**src/rtl/cpu_run_ctrl_if.sv**
```systemverilog
// Command and register-dump channels of the CPU run-control block.
// Latency: none, signal bundle only.
// Backpressure: cmd_valid/cmd_ready on commands, dump_valid/dump_ready on dump beats.
interface cpu_run_ctrl_if;
  logic        cmd_valid;
  logic        cmd_ready;
  logic [1:0]  cmd_op;
  logic [15:0] cmd_arg;
  logic        cmd_err;
  logic        dump_valid;
  logic        dump_ready;
  logic [4:0]  dump_idx;
  logic [31:0] dump_data;

  // Debugger / host side: issues commands, sinks dump beats.
  modport master (
    output cmd_valid, cmd_op, cmd_arg, dump_ready,
    input  cmd_ready, cmd_err, dump_valid, dump_idx, dump_data
  );

  // Run controller side.
  modport slave (
    input  cmd_valid, cmd_op, cmd_arg, dump_ready,
    output cmd_ready, cmd_err, dump_valid, dump_idx, dump_data
  );
endinterface

```
**src/rtl/cpu_run_ctrl.sv**
```systemverilog
// Run-control/debug sequencer: halt, free-run, N-step, and register dump via the CPU debug port.
// Latency: all outputs registered; state changes take effect the cycle after the accepting edge.
// Backpressure: commands refused (cmd_ready=0) while dumping; a dump beat is held until dump_ready.
module cpu_run_ctrl #(
  parameter int CYC_W        = 32,
  parameter int READ_LAT     = 1,
  parameter int RUN_ON_RESET = 0
) (
  input  logic             clk,
  input  logic             rstn,
  cpu_run_ctrl_if.slave    bus,
  output logic             cpu_en,
  input  logic             cpu_retire,
  output logic [4:0]       reg_sel,
  input  logic [31:0]      reg_data,
  output logic [2:0]       state,
  output logic [CYC_W-1:0] cycle_cnt,
  output logic [CYC_W-1:0] instret
);

  typedef enum logic [2:0] {
    S_HALT  = 3'd0,
    S_RUN   = 3'd1,
    S_STEP  = 3'd2,
    S_DWAIT = 3'd3,
    S_DOUT  = 3'd4
  } state_t;

  localparam logic [1:0] OP_HALT = 2'd0;
  localparam logic [1:0] OP_RUN  = 2'd1;
  localparam logic [1:0] OP_STEP = 2'd2;
  localparam logic [1:0] OP_DUMP = 2'd3;

  localparam logic [2:0]       LP_LAT   = 3'(READ_LAT);
  localparam logic [CYC_W-1:0] LP_ONE   = {{(CYC_W-1){1'b0}}, 1'b1};
  localparam state_t           LP_RST_S = (RUN_ON_RESET != 0) ? S_RUN : S_HALT;
  localparam logic             LP_RST_E = (RUN_ON_RESET != 0);

  state_t            r_state;
  logic [15:0]       r_rem;
  logic [2:0]        r_lat;
  logic [4:0]        r_sel;
  logic              r_cpu_en;
  logic              r_cmd_rdy;
  logic              r_cmd_err;
  logic              r_dvld;
  logic [4:0]        r_didx;
  logic [31:0]       r_ddat;
  logic [CYC_W-1:0]  r_cyc;
  logic [CYC_W-1:0]  r_instret;

  state_t            w_nxt_state;
  logic [15:0]       w_nxt_rem;
  logic [2:0]        w_nxt_lat;
  logic [4:0]        w_nxt_sel;
  logic              w_nxt_err;
  logic              w_nxt_dvld;
  logic [4:0]        w_nxt_didx;
  logic [31:0]       w_nxt_ddat;
  logic              w_acc;
  logic              w_nxt_run;

  // Command acceptance uses the registered ready, so nothing is taken during a dump.
  assign w_acc     = bus.cmd_valid & r_cmd_rdy;
  assign w_nxt_run = (w_nxt_state == S_RUN) || (w_nxt_state == S_STEP);

  // Next-state and next-output decode for the run/step/dump sequencer.
  always_comb begin
    w_nxt_state = r_state;
    w_nxt_rem   = r_rem;
    w_nxt_lat   = r_lat;
    w_nxt_sel   = r_sel;
    w_nxt_err   = 1'b0;
    w_nxt_dvld  = r_dvld;
    w_nxt_didx  = r_didx;
    w_nxt_ddat  = r_ddat;
    case (r_state)
      S_HALT: begin
        if (w_acc) begin
          case (bus.cmd_op)
            OP_RUN:  w_nxt_state = S_RUN;
            OP_STEP: begin
              w_nxt_state = S_STEP;
              w_nxt_rem   = (bus.cmd_arg == 16'd0) ? 16'd1 : bus.cmd_arg;
            end
            OP_DUMP: begin
              w_nxt_state = S_DWAIT;
              w_nxt_sel   = 5'd0;
              w_nxt_lat   = LP_LAT;
            end
            default: ;
          endcase
        end
      end
      S_RUN: begin
        if (w_acc) begin
          if (bus.cmd_op == OP_HALT) begin
            w_nxt_state = S_HALT;
          end else if (bus.cmd_op != OP_RUN) begin
            w_nxt_err = 1'b1;
          end
        end
      end
      S_STEP: begin
        // The final retire ends the step burst; a same-edge HALT lands in the same place.
        if (cpu_retire) begin
          w_nxt_rem = r_rem - 16'd1;
          if (r_rem == 16'd1) begin
            w_nxt_state = S_HALT;
          end
        end
        if (w_acc) begin
          if (bus.cmd_op == OP_HALT) begin
            w_nxt_state = S_HALT;
            w_nxt_rem   = 16'd0;
          end else begin
            w_nxt_err = 1'b1;
          end
        end
      end
      S_DWAIT: begin
        if (r_lat <= 3'd1) begin
          w_nxt_ddat  = reg_data;
          w_nxt_didx  = r_sel;
          w_nxt_dvld  = 1'b1;
          w_nxt_state = S_DOUT;
        end else begin
          w_nxt_lat = r_lat - 3'd1;
        end
      end
      S_DOUT: begin
        if (r_dvld && bus.dump_ready) begin
          w_nxt_dvld = 1'b0;
          if (r_didx == 5'd31) begin
            w_nxt_sel   = 5'd0;
            w_nxt_state = S_HALT;
          end else begin
            w_nxt_sel   = r_didx + 5'd1;
            w_nxt_lat   = LP_LAT;
            w_nxt_state = S_DWAIT;
          end
        end
      end
      default: w_nxt_state = S_HALT;
    endcase
  end

  // State register plus registered copies of every control output.
  always_ff @(posedge clk) begin
    if (!rstn) begin
      r_state   <= LP_RST_S;
      r_cpu_en  <= LP_RST_E;
      r_cmd_rdy <= 1'b1;
      r_cmd_err <= 1'b0;
      r_rem     <= 16'd0;
      r_lat     <= 3'd0;
      r_sel     <= 5'd0;
      r_dvld    <= 1'b0;
      r_didx    <= 5'd0;
      r_ddat    <= 32'd0;
    end else begin
      r_state   <= w_nxt_state;
      r_cpu_en  <= w_nxt_run;
      r_cmd_rdy <= (w_nxt_state != S_DWAIT) && (w_nxt_state != S_DOUT);
      r_cmd_err <= w_nxt_err;
      r_rem     <= w_nxt_rem;
      r_lat     <= w_nxt_lat;
      r_sel     <= w_nxt_sel;
      r_dvld    <= w_nxt_dvld;
      r_didx    <= w_nxt_didx;
      r_ddat    <= w_nxt_ddat;
    end
  end

  // Saturating cycle and retire counters, qualified by the enable the pipeline actually sees.
  always_ff @(posedge clk) begin
    if (!rstn) begin
      r_cyc     <= '0;
      r_instret <= '0;
    end else begin
      if (r_cpu_en && (r_cyc != '1)) begin
        r_cyc <= r_cyc + LP_ONE;
      end
      if (r_cpu_en && cpu_retire && (r_instret != '1)) begin
        r_instret <= r_instret + LP_ONE;
      end
    end
  end

  assign bus.cmd_ready  = r_cmd_rdy;
  assign bus.cmd_err    = r_cmd_err;
  assign bus.dump_valid = r_dvld;
  assign bus.dump_idx   = r_didx;
  assign bus.dump_data  = r_ddat;
  assign cpu_en         = r_cpu_en;
  assign reg_sel        = r_sel;
  assign state          = r_state;
  assign cycle_cnt      = r_cyc;
  assign instret        = r_instret;

endmodule

```
**src/flat_wrapper.sv**
```systemverilog
// flat-port wrapper written by rule: the top's interface ports become plain ports
module cpu_run_ctrl_flat 
#(
  parameter int CYC_W        = 32,
  parameter int READ_LAT     = 1,
  parameter int RUN_ON_RESET = 0
)
  (clk, rstn, cpu_en, cpu_retire, reg_sel, reg_data, state, cycle_cnt, instret, bus_cmd_valid, bus_cmd_op, bus_cmd_arg, bus_dump_ready, bus_cmd_ready, bus_cmd_err, bus_dump_valid, bus_dump_idx, bus_dump_data);
  cpu_run_ctrl_if bus_i ();
  input  logic clk;
  input  logic rstn;
  output logic cpu_en;
  input  logic cpu_retire;
  output logic [4:0] reg_sel;
  input  logic [31:0] reg_data;
  output logic [2:0] state;
  output logic [CYC_W-1:0] cycle_cnt;
  output logic [CYC_W-1:0] instret;
  input wire logic [$bits(bus_i.cmd_valid)-1:0] bus_cmd_valid;
  input wire logic [$bits(bus_i.cmd_op)-1:0] bus_cmd_op;
  input wire logic [$bits(bus_i.cmd_arg)-1:0] bus_cmd_arg;
  input wire logic [$bits(bus_i.dump_ready)-1:0] bus_dump_ready;
  output wire logic [$bits(bus_i.cmd_ready)-1:0] bus_cmd_ready;
  output wire logic [$bits(bus_i.cmd_err)-1:0] bus_cmd_err;
  output wire logic [$bits(bus_i.dump_valid)-1:0] bus_dump_valid;
  output wire logic [$bits(bus_i.dump_idx)-1:0] bus_dump_idx;
  output wire logic [$bits(bus_i.dump_data)-1:0] bus_dump_data;
  assign bus_i.cmd_valid = bus_cmd_valid;
  assign bus_i.cmd_op = bus_cmd_op;
  assign bus_i.cmd_arg = bus_cmd_arg;
  assign bus_i.dump_ready = bus_dump_ready;
  assign bus_cmd_ready = bus_i.cmd_ready;
  assign bus_cmd_err = bus_i.cmd_err;
  assign bus_dump_valid = bus_i.dump_valid;
  assign bus_dump_idx = bus_i.dump_idx;
  assign bus_dump_data = bus_i.dump_data;
  cpu_run_ctrl #(.CYC_W(CYC_W), .READ_LAT(READ_LAT), .RUN_ON_RESET(RUN_ON_RESET)) u_core (.clk(clk), .rstn(rstn), .bus(bus_i), .cpu_en(cpu_en), .cpu_retire(cpu_retire), .reg_sel(reg_sel), .reg_data(reg_data), .state(state), .cycle_cnt(cycle_cnt), .instret(instret));
endmodule
```
**config.mk**
```make
export PLATFORM = sky130hd
export DESIGN_NAME = cpu_run_ctrl_flat
export DESIGN_NICKNAME = d
export VERILOG_FILES = /design/src/rtl/cpu_run_ctrl_if.sv /design/src/rtl/cpu_run_ctrl.sv /design/src/flat_wrapper.sv
export SDC_FILE = /design/constraint.sdc
export NUM_CORES = 1
export LEC_CHECK = 0
export CAP_MARGIN = 0
export CORE_MARGIN = 5
export CORE_UTILIZATION = 49
export CTS_CLUSTER_DIAMETER = 50
export DETAILED_ROUTE_END_ITERATION = 12
export GPL_TIMING_DRIVEN = 0
export MAX_ROUTING_LAYER = met4
export PLACE_DENSITY = 0.89
export SYNTH_ARGS = -nofsm -noshare
export SYNTH_HDL_FRONTEND = slang
export SYNTH_SLANG_ARGS = --single-unit
```
**constraint.sdc**
```tcl
create_clock -name clk -period 2.7 [get_ports clk]
set_input_delay 0.54 -clock clk [delete_from_list [all_inputs] [get_ports clk]]
set_output_delay 0.54 -clock clk [all_outputs]
set_load 0.03 [all_outputs]
```
### Word-level counts from Yosys, hierarchy flattened

Index checks and enable logic that the tools add are counted.

* flip-flop bits (word level): 132
* bits in latches: 0
* RAM bits: 0
* memory bits (read-only): 0
* bits of input ports: 55
* logic and storage cells: 99
* memories: 0

* $add $sub $neg: 5
* multipliers: 0
* divide/modulo/power cells: 0
* magnitude comparators: 1
* equality and inequality tests: 23
* shift operators: 0
* mux-type cells: 39
* bitwise gates (word level): 1
* reduce and logical (&&, ||, !) cells: 18

Operators with widths (number)
* $mux W16: 6
* $add A32 B1 Y32 const B: 2
* $ne A32 B32 Y1 const B: 2
* $mux W3: 14
* $pmux W16 S2: 1
* $mux W5: 4
* $pmux W3 S3: 2
* $eq A16 B1 Y1 const B: 1
* $logic_not A16 Y1: 1
* $sub A16 B1 Y16 const B: 1
* $pmux W3 S5: 1
* $pmux W5 S2: 1
* $eq A3 B2 Y1 const B: 3
* $ne A2 B1 Y1 const B: 4
* $ne A2 B2 Y1 const B: 4
* $mux W1: 7
* $eq A3 B1 Y1 const B: 2
* $reduce_and A3 Y1: 2
* $reduce_and A6 Y1: 1
* $reduce_bool A2 Y1: 3
* $add A5 B1 Y5 const B: 1
* $eq A5 B5 Y1 const B: 1
* $logic_and A1 B1 Y1: 5
* $eq A2 B2 Y1 const B: 2
* other kinds (15): 16

### Depth between registers and ports, before layout

* depth after elaboration: 8
* gate-level depth with buffers: 9
* depth with buffers taken out: 8

### Worst setup path before layout

No wires, ideal clock.

* path kind: register -> register
* start point: reg u_core.r_didx[0] (netlist: u_core.bus.dump_idx[0])
* end point: reg u_core.r_lat[2]
* arrival: 2.553 ns
* data required time: 2.630 ns
* setup slack: 0.076 ns
* stages on the path, launching flop included: 9
* period minus slack after synthesis: 2.624 ns
* path through: dfxtp_1 -> ha_1 -> and3_1 -> ha_1 -> or4b_1 -> or2_1 -> o311a_1 -> or4b_1 -> a21oi_1

* longest elaborated chain between the ends: 3

Ends and longest elaborated chain
* start: declaration: RTL line cpu_run_ctrl.sv:47 `logic [4:0] r_didx;`
* start signal: assignment: RTL line cpu_run_ctrl.sv:170 `r_didx <= w_nxt_didx;`
* $eq A5 B5 Y1: RTL line cpu_run_ctrl.sv:134 `if (r_didx == 5'd31) begin`
* $ne A2 B2 Y1 (no line)
* $reduce_and A6 Y1 (no line)
* end signal: assignment: RTL line cpu_run_ctrl.sv:167 `r_lat <= w_nxt_lat;`
* end: declaration: RTL line cpu_run_ctrl.sv:41 `logic [2:0] r_lat;`

Every way passes these cells.
A chain may end at the register's enable or synchronous reset.

### Worst setup path in the final report

Ends and elaborated chain as after synthesis.

==> results.sh <==
export IMPL_status="completed"
export IMPL_yosysTopAreaCell="dfxtp_1"
export IMPL_dieArea_um2=15380
export IMPL_insertion_delay_ps=430
export IMPL_power_density_nw_per_um2=549.6
export IMPL_die_w_um=124.0
export IMPL_drive_gt1_share_pct=7.128
export IMPL_hold_viol=0
export IMPL_grt_pass1_vias=6399
export IMPL_cap_violations=0
export IMPL_yosys_register_bits=132
export IMPL_wl_per_cell_um=16.94
export IMPL_synth_area_top_cells="dfxtp_1 41%, nand2_1 7.8%, a21oi_1 6.4%"
export IMPL_layout_min_cycle_time_ps=2618
export IMPL_die_h_um=124.0
export IMPL_gr_total_overflow=0
export IMPL_cts_tree="yes"
export IMPL_drtAntennaViolNets=0
export IMPL_slew_violations=0
export IMPL_finClkSkew_ps=4.964
export IMPL_worst_pin_slew_ps=996.4
export IMPL_final_cells=1154
export IMPL_synth_ff_type="dfxtp_1"
export IMPL_setup_viol_count_final=0
export IMPL_pwr_share_seq_pct=41.5
export IMPL_required_ps=3060
export IMPL_cts_buffers=17
export IMPL_crit_type="reg2reg"
export IMPL_leakage_nw=2.905
export IMPL_place_gp_congestion=0.9485
export IMPL_clock_sinks=132
export IMPL_rsz0062_at_grt="no"
export IMPL_dpl_instance_area_um2=8258
export IMPL_clock_path_buffers=2
export IMPL_cts_root_buf="clkbuf_16"
export IMPL_core_area_um2=12670
export IMPL_ys_seq_area_share_pct=41.48
export IMPL_vdd_drop_max_mv=0.4400
export IMPL_wl_met1_um=8034
export IMPL_synth_top_area_share_pct=41.48
export IMPL_p_clk_share_pct=47.4
export IMPL_ys_warn_count=0
export IMPL_postSynthAreaPerCell_um2=8.116
export IMPL_period_share_pct=96.96
export IMPL_clk_pin_slew_ps=60
export IMPL_grt_pass1_wl_um=31280
export IMPL_wl_met2_um=9562
export IMPL_grt_max_degree=17
export IMPL_crit_fanout=5
export IMPL_pre_cts_ws_ps=-286.7
export IMPL_wl_um=19550
export IMPL_synth_edf_count=0
export IMPL_sw_frac_of_total_pct=24.54
export IMPL_ios=168
export IMPL_top_layer_used="met4"
export IMPL_pwr_share_comb_pct=11.0
export IMPL_hpwlAfterDp_um=14130
export IMPL_start_kind="register"
export IMPL_h_tree_depth=4
export IMPL_syn_nets=848
export IMPL_dpl_cell_count=1124
export IMPL_gr_usage_all_layers_pct=26.29
export IMPL_cts_hold_buffers=0
export IMPL_start_util_pct=50.28
export IMPL_async_flop_share_pct=0
export IMPL_power_internal_w=0.003683
export IMPL_p_total_w=0.004881
export IMPL_hold_path_class="reg2reg"
export IMPL_drc=0
export IMPL_synth_cell_types=69
export IMPL_antenna_found_initial=0
export IMPL_rows=41
export IMPL_syn2layout_area_growth_pct=39.40
export IMPL_timing_final_ws_setup_ps=82.11
export IMPL_vias=6678
export IMPL_endpoint_kind="register"
export IMPL_synthCells=785
export IMPL_syn_area_um2=6371
export IMPL_netSwitchingPower_w=0.001198
export IMPL_fin_nets=1033
export IMPL_slew_headroom_pct=32.64
export IMPL_design_area_um2=8881
export IMPL_detailroute_wirelength_met3_um=1362
export IMPL_num_antenna_cells=0
export IMPL_dr_pass1_iters=5
export IMPL_critical_path_arrival_ps=2980
export IMPL_drtIter0Drc=581
export IMPL_fin_tns_setup_ps=0
export IMPL_port_buffers=167
export IMPL_fmax_mhz=382.0
export IMPL_via_per_inst=5.787
==> cell usage after synthesis, drive strengths merged, types with 16 or more instances <==
master	instances
o31ai	17
o21ai	40
dfxtp	132
nor3	18
nand3	30
nor2	50
clkbuf	38
nand4	16
a21oi	88
nand2	132
inv	22
or3	33
==> critical path: stages, from the launching register on <==
cell and delay [ps]:
dfxtp_1 340, ha_1 230, and3_1 190, ha_1 180, or4b_4 560, or2_4 270, o311a_4 140, or4b_1 500
a21oi_1 130
==> path summary, 6_finish.rpt <==
path / slack [ps] / to / cells past startpoint / startpoint
worst max register to register: 80 / u_core.r_lat[2] / 8 / u_core.bus.dump_idx[0]
worst min register to register: 450 / u_core.bus.dump_data[2] / 2 / u_core.bus.dump_data[2]
worst max-delay path: 80 / u_core.r_lat[2] / 8 / u_core.bus.dump_idx[0]
worst min-delay path: 450 / u_core.bus.dump_data[2] / 2 / u_core.bus.dump_data[2]
==> registers in the layout, indices dropped and copies added (netlist names) <==
name,count
u_core.cycle_cnt,32
u_core.state,3
u_core.instret,32
u_core.bus.cmd_ready,1
u_core.reg_sel,5
u_core.r_rem,16
u_core.bus.cmd_err,1
u_core.r_lat,3
u_core.bus.dump_idx,5
u_core.cpu_en,1
u_core.bus.dump_data,32
u_core.bus.dump_valid,1
==> through the flow <==
stage | utilization, % | hold WS [ps]
2_1_floorplan | - | 443.7
3_3_place_gp | 65.17 | 440.9
3_5_place_dp | 65.17 | 445.8
4_1_cts | 69.91 | 453.4
5_1_grt | 70.09 | 468.2
6_report | 70.09 | 453.3
==> cell type report <==
cell class	instances	area, um2
flip-flops and latches	132	2643
well taps	172	215.2
fillers	1001	3790
plain buffers	43	181.4
clock buffers	23	498.0
inverters	22	82.58
repair buffers	167	1672
multi-input cells	587	3491
clock inverters	8	98.84
==> power groups by stage <==
stage                     sequential (W)  combinational (W)  clock [W]
after CTS                        0.00203           0.000528    0.00233
after global placement           0.00207           0.000516          0
after detailed placement         0.00207           0.000523          0
after global routing             0.00203           0.000584    0.00243
after floorplan                  0.00209           0.000277          0
final                            0.00203           0.000538    0.00231
==> placed cells by master (no fill, tap or decap), types with 5 or more instances in the layout <==
cell             count
nand4_1             15
dfxtp_1            132
clkbuf_8             5
mux2i_1              9
a22oi_1              5
and3_1               6
o211ai_1            10
nor3_1              16
xnor2_1              6
nand2_1            132
clkdlybuf4s50_1    167
clkbuf_16           17
nand2b_1             8
a21oi_1             82
o21ai_0             35
inv_1               22
a21oi_2              6
clkbuf_1            37
o31ai_1             17
xor2_1              13
a31oi_1              5
or4_1               12
nor2_1              50
a32oi_1              6
nand3_1             30
ha_1                 8
nor4_1              11
or3_1               33
==> kinds of logic after synthesis <==
kind of cell | share of synthesized area [%]
XOR/XNOR | 2.612
buffers and inverters | 4.183
adder cells (fa/ha/maj) | 1.571
multiplexers | 1.414
AND/OR/NAND/NOR | 27.26
flip-flops | 41.48
AO/OA/AOI/OAI | 21.48
==> layer usage <==
metal	vias up	global-route usage, %
met3	39	5.223
met4	0	10.40
met5	-	-
li1	3228	-
met2	265	42.51
met1	3146	32.41
==> timing repair <==
item,CTS,global route
setup buffers,0,0
pin swaps,0,0
setup endpoints to repair,1,43
hold endpoints to repair,0,0
resized for setup,1,6
(Power assumes the default switching activity.)
